## src/rtl/vga_pixel_sink.sv

```systemverilog
// 640x480@60 VGA back-end: pixel FIFO, timing generator and ADV7123 drive.
// Define VGA_COLOR_BARS_EN to show colour bars instead of black on underrun.
module vga_pixel_sink #(
    parameter int FIFO_DEPTH = 16
) (
    input  logic        CLOCK_50,
    input  logic        rst_n,
    input  logic [23:0] pix_data,
    input  logic        pix_valid,
    output logic        pix_ready,
    output logic [7:0]  VGA_R,
    output logic [7:0]  VGA_G,
    output logic [7:0]  VGA_B,
    output logic        VGA_CLK,
    output logic        VGA_BLANK_N,
    output logic        VGA_SYNC_N,
    output logic        VGA_HS,
    output logic        VGA_VS,
    output logic        underrun,
    output logic        frame_start
);

    localparam int AW = $clog2(FIFO_DEPTH);
    localparam int CW = AW + 1;

    logic          pe_q, pe_d;
    logic          vga_clk_q, vga_clk_d;
    logic [9:0]    h_cnt_q, h_cnt_d;
    logic [9:0]    v_cnt_q, v_cnt_d;
    logic [AW-1:0] wr_ptr_q, wr_ptr_d;
    logic [AW-1:0] rd_ptr_q, rd_ptr_d;
    logic [CW-1:0] count_q, count_d;
    logic [23:0]   rgb_q, rgb_d;
    logic          blank_n_q, blank_n_d;
    logic          hs_q, hs_d;
    logic          vs_q, vs_d;
    logic          underrun_q, underrun_d;

    logic [23:0]   mem [FIFO_DEPTH];
    logic [23:0]   head;
    logic [23:0]   und_rgb;
    logic          active;
    logic          wr_en;
    logic          rd_en;
    logic          empty;

    always_comb begin
        active    = (h_cnt_q < 10'd640) && (v_cnt_q < 10'd480);
        empty     = (count_q == '0);
        pix_ready = (count_q != CW'(FIFO_DEPTH));
        wr_en     = pix_valid && pix_ready;
        rd_en     = pe_q && active && !empty;
        head      = mem[rd_ptr_q];
`ifdef VGA_COLOR_BARS_EN
        und_rgb   = {{8{h_cnt_q[8]}}, {8{h_cnt_q[7]}}, {8{h_cnt_q[6]}}};
`else
        und_rgb   = 24'h000000;
`endif
    end

    always_comb begin
        pe_d       = ~pe_q;
        vga_clk_d  = ~pe_q;
        h_cnt_d    = h_cnt_q;
        v_cnt_d    = v_cnt_q;
        wr_ptr_d   = wr_ptr_q;
        rd_ptr_d   = rd_ptr_q;
        count_d    = count_q;
        rgb_d      = rgb_q;
        blank_n_d  = blank_n_q;
        hs_d       = hs_q;
        vs_d       = vs_q;
        underrun_d = underrun_q;

        if (pe_q) begin
            if (h_cnt_q == 10'd799) begin
                h_cnt_d = '0;
                v_cnt_d = (v_cnt_q == 10'd524) ? '0 : v_cnt_q + 10'd1;
            end else begin
                h_cnt_d = h_cnt_q + 10'd1;
            end

            // Outputs carry the state of the pixel just sampled.
            if (active && !empty) begin
                rgb_d = head;
            end else if (active) begin
                rgb_d      = und_rgb;
                underrun_d = 1'b1;
            end else begin
                rgb_d = 24'h000000;
            end
            blank_n_d = active;
            hs_d = !((h_cnt_q >= 10'd656) && (h_cnt_q <= 10'd751));
            vs_d = !((v_cnt_q >= 10'd490) && (v_cnt_q <= 10'd491));
        end

        if (wr_en) begin
            wr_ptr_d = wr_ptr_q + AW'(1);
        end
        if (rd_en) begin
            rd_ptr_d = rd_ptr_q + AW'(1);
        end
        unique case ({wr_en, rd_en})
            2'b10:   count_d = count_q + CW'(1);
            2'b01:   count_d = count_q - CW'(1);
            default: count_d = count_q;
        endcase
    end

    always_ff @(posedge CLOCK_50 or negedge rst_n) begin
        if (!rst_n) begin
            pe_q       <= 1'b0;
            vga_clk_q  <= 1'b0;
            h_cnt_q    <= '0;
            v_cnt_q    <= '0;
            wr_ptr_q   <= '0;
            rd_ptr_q   <= '0;
            count_q    <= '0;
            rgb_q      <= '0;
            blank_n_q  <= 1'b0;
            hs_q       <= 1'b1;
            vs_q       <= 1'b1;
            underrun_q <= 1'b0;
        end else begin
            pe_q       <= pe_d;
            vga_clk_q  <= vga_clk_d;
            h_cnt_q    <= h_cnt_d;
            v_cnt_q    <= v_cnt_d;
            wr_ptr_q   <= wr_ptr_d;
            rd_ptr_q   <= rd_ptr_d;
            count_q    <= count_d;
            rgb_q      <= rgb_d;
            blank_n_q  <= blank_n_d;
            hs_q       <= hs_d;
            vs_q       <= vs_d;
            underrun_q <= underrun_d;
        end
    end

    // Storage needs no reset; occupancy is tracked by count_q.
    always_ff @(posedge CLOCK_50) begin
        if (wr_en) begin
            mem[wr_ptr_q] <= pix_data;
        end
    end

    assign VGA_R       = rgb_q[23:16];
    assign VGA_G       = rgb_q[15:8];
    assign VGA_B       = rgb_q[7:0];
    assign VGA_CLK     = vga_clk_q;
    assign VGA_BLANK_N = blank_n_q;
    assign VGA_SYNC_N  = 1'b0;
    assign VGA_HS      = hs_q;
    assign VGA_VS      = vs_q;
    assign underrun    = underrun_q;
    assign frame_start = pe_q && (h_cnt_q == '0) && (v_cnt_q == '0);

endmodule
```

## config.mk

```make
export PLATFORM = sky130hd
export DESIGN_NAME = vga_pixel_sink
export DESIGN_NICKNAME = d
export VERILOG_FILES = /design/src/rtl/vga_pixel_sink.sv
export SDC_FILE = /design/constraint.sdc
export NUM_CORES = 1
export LEC_CHECK = 0
export ABC_AREA = 1
export ABC_CLOCK_PERIOD_IN_PS = 3300
export CORE_MARGIN = 3
export CORE_UTILIZATION = 48
export DETAILED_ROUTE_END_ITERATION = 8
export PLACE_DENSITY_LB_ADDON = 0.3
export SETUP_SLACK_MARGIN = 0.05
export SLEW_MARGIN = 20
export SYNTH_ARGS = -nofsm -noshare
export SYNTH_HDL_FRONTEND = slang
export SYNTH_SLANG_ARGS = --single-unit
```

## constraint.sdc

```tcl
create_clock -name CLOCK_50 -period 3.3 [get_ports CLOCK_50]
set_input_delay 0.495 -clock CLOCK_50 [delete_from_list [all_inputs] [get_ports CLOCK_50]]
set_output_delay 0.495 -clock CLOCK_50 [all_outputs]
set_load 0.05 [all_outputs]
```

# ---- After elaboration in Yosys (flattened, before gate mapping)
# Memories as Yosys holds them, arrays and structs flattened.
# Index checks and enable logic that the tools add are counted.
dict set report totals {
  ff_bits 62
  out_inout_bits 32
  n_memories 1
  ramBits 384
  input_bits 27
}
# memory depth word_bits rd rd_ports_with_merged_regs write_ports line_no
set memory_table {}
lappend memory_table {mem 16 24 1 0 1 39} ;# logic [23:0] mem [FIFO_DEPTH];
dict set report classes {
  bitwise 2
  n_reduce_logical 18
  eq_ne 5
  mux 6
  n_lt_le_gt_ge 6
  add_sub_neg 6
}
# op n
set ops {}
lappend ops {{$mux 24} 1}
lappend ops {{$add 10x1->10 const B} 2}
lappend ops {{$eq 10x10->1 const B} 2}
lappend ops {{$logic_not 10->1} 2}
lappend ops {{$mux 10} 2}
lappend ops {{$ge 10x10->1 const B} 1}
lappend ops {{$ge 10x9->1 const B} 1}
lappend ops {{$le 10x10->1 const B} 1}
lappend ops {{$le 10x9->1 const B} 1}
lappend ops {{$lt 10x10->1 const B} 1}
lappend ops {{$lt 10x9->1 const B} 1}
lappend ops {{$pmux 5 s2} 1}
lappend ops {{$logic_and 1x1->1} 9}
lappend ops {{$add 4x1->4 const B} 2}
lappend ops {{$add 5x1->5 const B} 1}
lappend ops {{$logic_not 5->1} 1}
lappend ops {{$ne 5x5->1 const B} 1}
lappend ops {{$sub 5x1->5 const B} 1}
lappend ops {{$logic_not 1->1} 3}
lappend ops {{$reduce_and 3->1} 1}
lappend ops {{$eq 2x1->1 const B} 1}
lappend ops {{$eq 2x2->1 const B} 1}
lappend ops {{$mux 1} 2}
lappend ops {{$not 1->1} 2}
lappend ops {{2 further kinds} 2}

# ---- Logic depth before layout (Yosys ltp)
dict set report logic_depth {
  depth_word 6
  depth_mapped 16
  mapped_depth_nobuf 15
}

# ---- Worst setup path after synthesis
# OpenSTA, ideal clock, no wires.
dict set report synth_timing {
  path_kind {register -> register}
  from {register count_q[0]}
  to {memory mem[10][0], enable pin}
  arrival_time_ns 2.779
  t_required_ns 2.865
  setup_slack_ns 0.086
  n_path_buf 1
  synth_period_minus_slack_ns 3.214
  path_stages_with_launch 7
  setup_time_ns 0.435
  path_cell_list {dfrtp_1 -> inv_1 -> nand4_1 -> nand2b_4 -> nand2_1 -> buf_2 -> nor3_1}
}
dict set report synth_via {
  elab_chain_cells 4
}
# element line_no
set synth_lines {}
lappend synth_lines {{from (decl)} 32} ;# logic [CW-1:0] count_q, count_d;
lappend synth_lines {{from (signal assigned)} 131} ;# count_q <= count_d;
lappend synth_lines {{$ne 5x5->1} 50} ;# pix_ready = (count_q != CW'(FIFO_DEPTH));
lappend synth_lines {{via pix_ready} 10} ;# output logic pix_ready,
lappend synth_lines {{$logic_and 1x1->1} 51} ;# wr_en = pix_valid && pix_ready;
lappend synth_lines {{$mux 1} 142} ;# if (wr_en) begin
lappend synth_lines {{$mux 1 (not written as such)} 143} ;# mem[wr_ptr_q] <= pix_data;
lappend synth_lines {{to (decl)} 39}
# The timed path passes the listed nets, and every way through them passes these cells.

# ---- Final worst setup path
dict set report layout_timing {
  from {register v_cnt_q[0]}
  to {output frame_start}
}
dict set report layout_via {
  elab_chain_cells 2
}
# element line_no
set layout_lines {}
lappend layout_lines {{from (decl)} 29} ;# logic [9:0] v_cnt_q, v_cnt_d;
lappend layout_lines {{from (signal assigned)} 128} ;# v_cnt_q <= v_cnt_d;
lappend layout_lines {{$logic_not 10->1} 156} ;# assign frame_start = pe_q && (h_cnt_q == '0) && (v_cnt_q == '0);
lappend layout_lines {{$logic_and 1x1->1} 156}
lappend layout_lines {{to (decl)} 20} ;# output logic frame_start
# No other way between the ends.

==> run summary <==
Final Setup Violations = 0
Worst Setup EP = frame_start
Core Area = 37800 sq um
Antenna cells = 0
Final Max Slew Viols = 0
Clk Latency, worst-skew pair = 0.57 ns
Final hold vios = 0
Number of synthesized flops with an enable pin = 384
Detail Route Antenna Nets = 0
Relative slew slack = 33.2%
Slowest stage cell, crit path = clkdlybuf4s50_1
Syn avg cell area = 11.5 sq um
Tcrit/Tclk final = 92.8%
Via density = 5.46
Top cells by area, synth = edfxtp_1, nand2_1, nand3_1
# rows = 71
Global-route wire length before repair = 67.3 mm
Crit path cell chain = inv_1 > ha_1 > nand3_1 > nor4_1 > clkdlybuf4s50_1
Tot Pwr = 18.2 mW
Number of global-route vias before repair = 11900
Gpl congestion = 0.817
Prevailing post-synth register cell = edfxtp_1
Layout cell share with drive strength beyond 1 = 8.96%
Fraction of registers with async set/reset = 13.9%
H-tree depth = 2
TritonCTS Sinks = 446
Post-synthesis cell type count = 41
Starting DRC count in detailed routing = 1096
Share of the synthesized area in the top cell type = 62.4%
Drt wl/cell = 19.3 microns
Residual DRC = 0
Root Buffer Master = clkbuf_16
Storage cell area = 13100 sq um
Worst setup EP type = primary output
Crit path kind = flop to primary output
Worst r2r dst = count_q[4]
Mapped Cells = 1605
Final #Nets = 1699
Final cell utilization of the core = 55.9%
Worst hold margin = 0.0852 ns
Starting Density = 48.9%
Max FO, Critical Path = 6
Seq/Total Area, Yosys = 70.9%
Area grow syn2layout = 14.2%
Worst EP arrival = 2.57 ns
Yosys top cell by area = edfxtp_1
Total CTS buffers = 46
Die area = 40900 sq um
Hold crit path type = primary input to asynchronous set/reset pin
R2r startpoint = VGA_CLK
Least-Margin Pin Slew = 1.00 ns
Detailed Routing Iterations Pass 1 = 5
Max-cap violations = 0
Pwr Density = 865 nW/um^2
Largest net degree at the start of global routing = 114
Die H = 202 microns
Worst reg2reg setup slack = 0.93 ns
Synth warn = 0
GRT Util Overall = 20.9%
Worst endpoint required time = 2.80 ns
Max clock buf depth = 3
Area of the multi-input gates = 4770 sq um
Clk_skew = 0.0274 ns
Fmax = 327 MHz
Clock slew at reported path FFs = 0.06 ns
Post-synthesis register bit count = 446
IO Port Bufs = 57
Resized cells post-CTS = 0
Leak = 7.84 nW
Hold buffer count at CTS = 0
Die W = 202 microns
Maximum VDD drop = 0.630 mV
CP startpoint = v_cnt_q[0]
Via count = 12000
Fillers = 3144
Reg2Reg Depth = 14
Total wire length = 42.6 mm
Tmin final = 3.06 ns
Startpoint types = flop
Status = complete, no violations
RSZ-0062 raised after global routing = false
Initial antenna violation count = 0
Gr ovfl total = 0
Cell Area, Synth = 18500 sq um
Post-CTS Setup Bufs = 0
Largest stage delay, worst path = 0.86 ns
Ports = 59
DP HPWL = 23.6 mm
TritonCTS clock tree = done
Setup TNS = 0 ns
Syn_nets = 1646
[power by group]
part | switching, mW | internal [mW]
combinational | 4.19 | 1.79
sequential | 0.421 | 6.86
clock | 2.11 | 2.87
total | 6.72 | 11.5
[worst min path at each step]
stage                     slack (ns)           to  cells past startpoint     start
after floorplan                 0.20  VGA_BLANK_N                      0     rst_n
after global placement          0.46       VGA_VS                      2    VGA_VS
after detailed placement        0.46     rgb_q[9]                      2  rgb_q[9]
after CTS                       0.12     rgb_q[8]                      1     rst_n
after global routing            0.16     rgb_q[8]                      1     rst_n
final                           0.09     rgb_q[8]                      1     rst_n
[placed cells by master, fill, tap and decap left out, drive strengths merged, types with 2 or more instances in the layout]
master           n
nor3            23
clkinvlp         2
clkbuf          69
a21oi            5
ha              13
dfrtp           60
buf             40
nor3b            2
xnor2            3
xor2             9
dfstp            2
nand2          508
nand3          375
inv             54
edfxtp         384
clkinv          12
clkdlybuf4s50   56
or2              3
nor2            36
o21ai           19
nand4           11
[worst max-delay path, delay by kind of cell (launching register included)]
family	cells	cell delay (ns)
DFF	1	0.43
and+or+nand+nor	2	0.43
adders and majority gates	1	0.18
buffers and inverters	2	0.99
[through the flow]
step                      cell area [sq um]  setup WS [ns]  cells
after floorplan                       18500         0.0862   1605
after CTS                             21100          0.217   2207
after global placement                19600          0.868   2121
after global routing                  21100         0.0975   2207
after detailed placement              19600          0.811   2121
final                                 21100          0.238   2207
[Yosys cell counts (all sizes together) (2+ instances only)]
cell,count
nand2,508
edfxtp,384
nand3,375
buf,73
dfrtp,60
inv,51
nor2,36
nor3,23
o21ai,19
clkbuf,18
ha,13
nand4,11
xor2,9
a21oi,5
or2,3
xnor2,3
dfstp,2
nor3b,2
[layout make-up]
class / count / share of cell area, %
Clock inverter: 17 / 0.629
Multi-Input combinational cell: 1016 / 22.6
Tap cell: 511 / 3.03
Inverter: 52 / 0.949
Timing Repair Buffer: 96 / 4.38
Clock buffer: 69 / 6.30
Sequential cell: 446 / 62.1
[state kept, by name, summed over array words and instances, names as in the netlist]
| register | count |
|---|---|
| mem | 384 |
| rgb_q | 24 |
| h_cnt_q | 10 |
| v_cnt_q | 10 |
| count_q | 5 |
| rd_ptr_q | 4 |
| wr_ptr_q | 4 |
| VGA_BLANK_N | 1 |
| VGA_CLK | 1 |
| VGA_HS | 1 |
| VGA_VS | 1 |
| underrun | 1 |
[kinds of logic (layout without fill, tap and decap cells)]
kind of cell             after synthesis  after routing  share of synthesized area (%)
flip-flops                           446            446                           70.9
adder cells (fa/ha/maj)               14             14                          0.989
buffers and inverters                143            234                           3.75
other                                  1              1                         0.0203
XOR/XNOR                              12             12                          0.569
AND/OR/NAND/NOR                      962            962                           23.0
AO/OA/AOI/OAI                         27             27                          0.840
[layer usage]
| metal | routed length [microns] | global-route usage (%) |
|---|---|---|
| met4 | 1140 | 6.81 |
| met5 | 0 | 0 |
| met1 | 18300 | 29.1 |
| met3 | 2580 | 3.35 |
| met2 | 20600 | 34.2 |
Power figures use the tool's default switching activity.
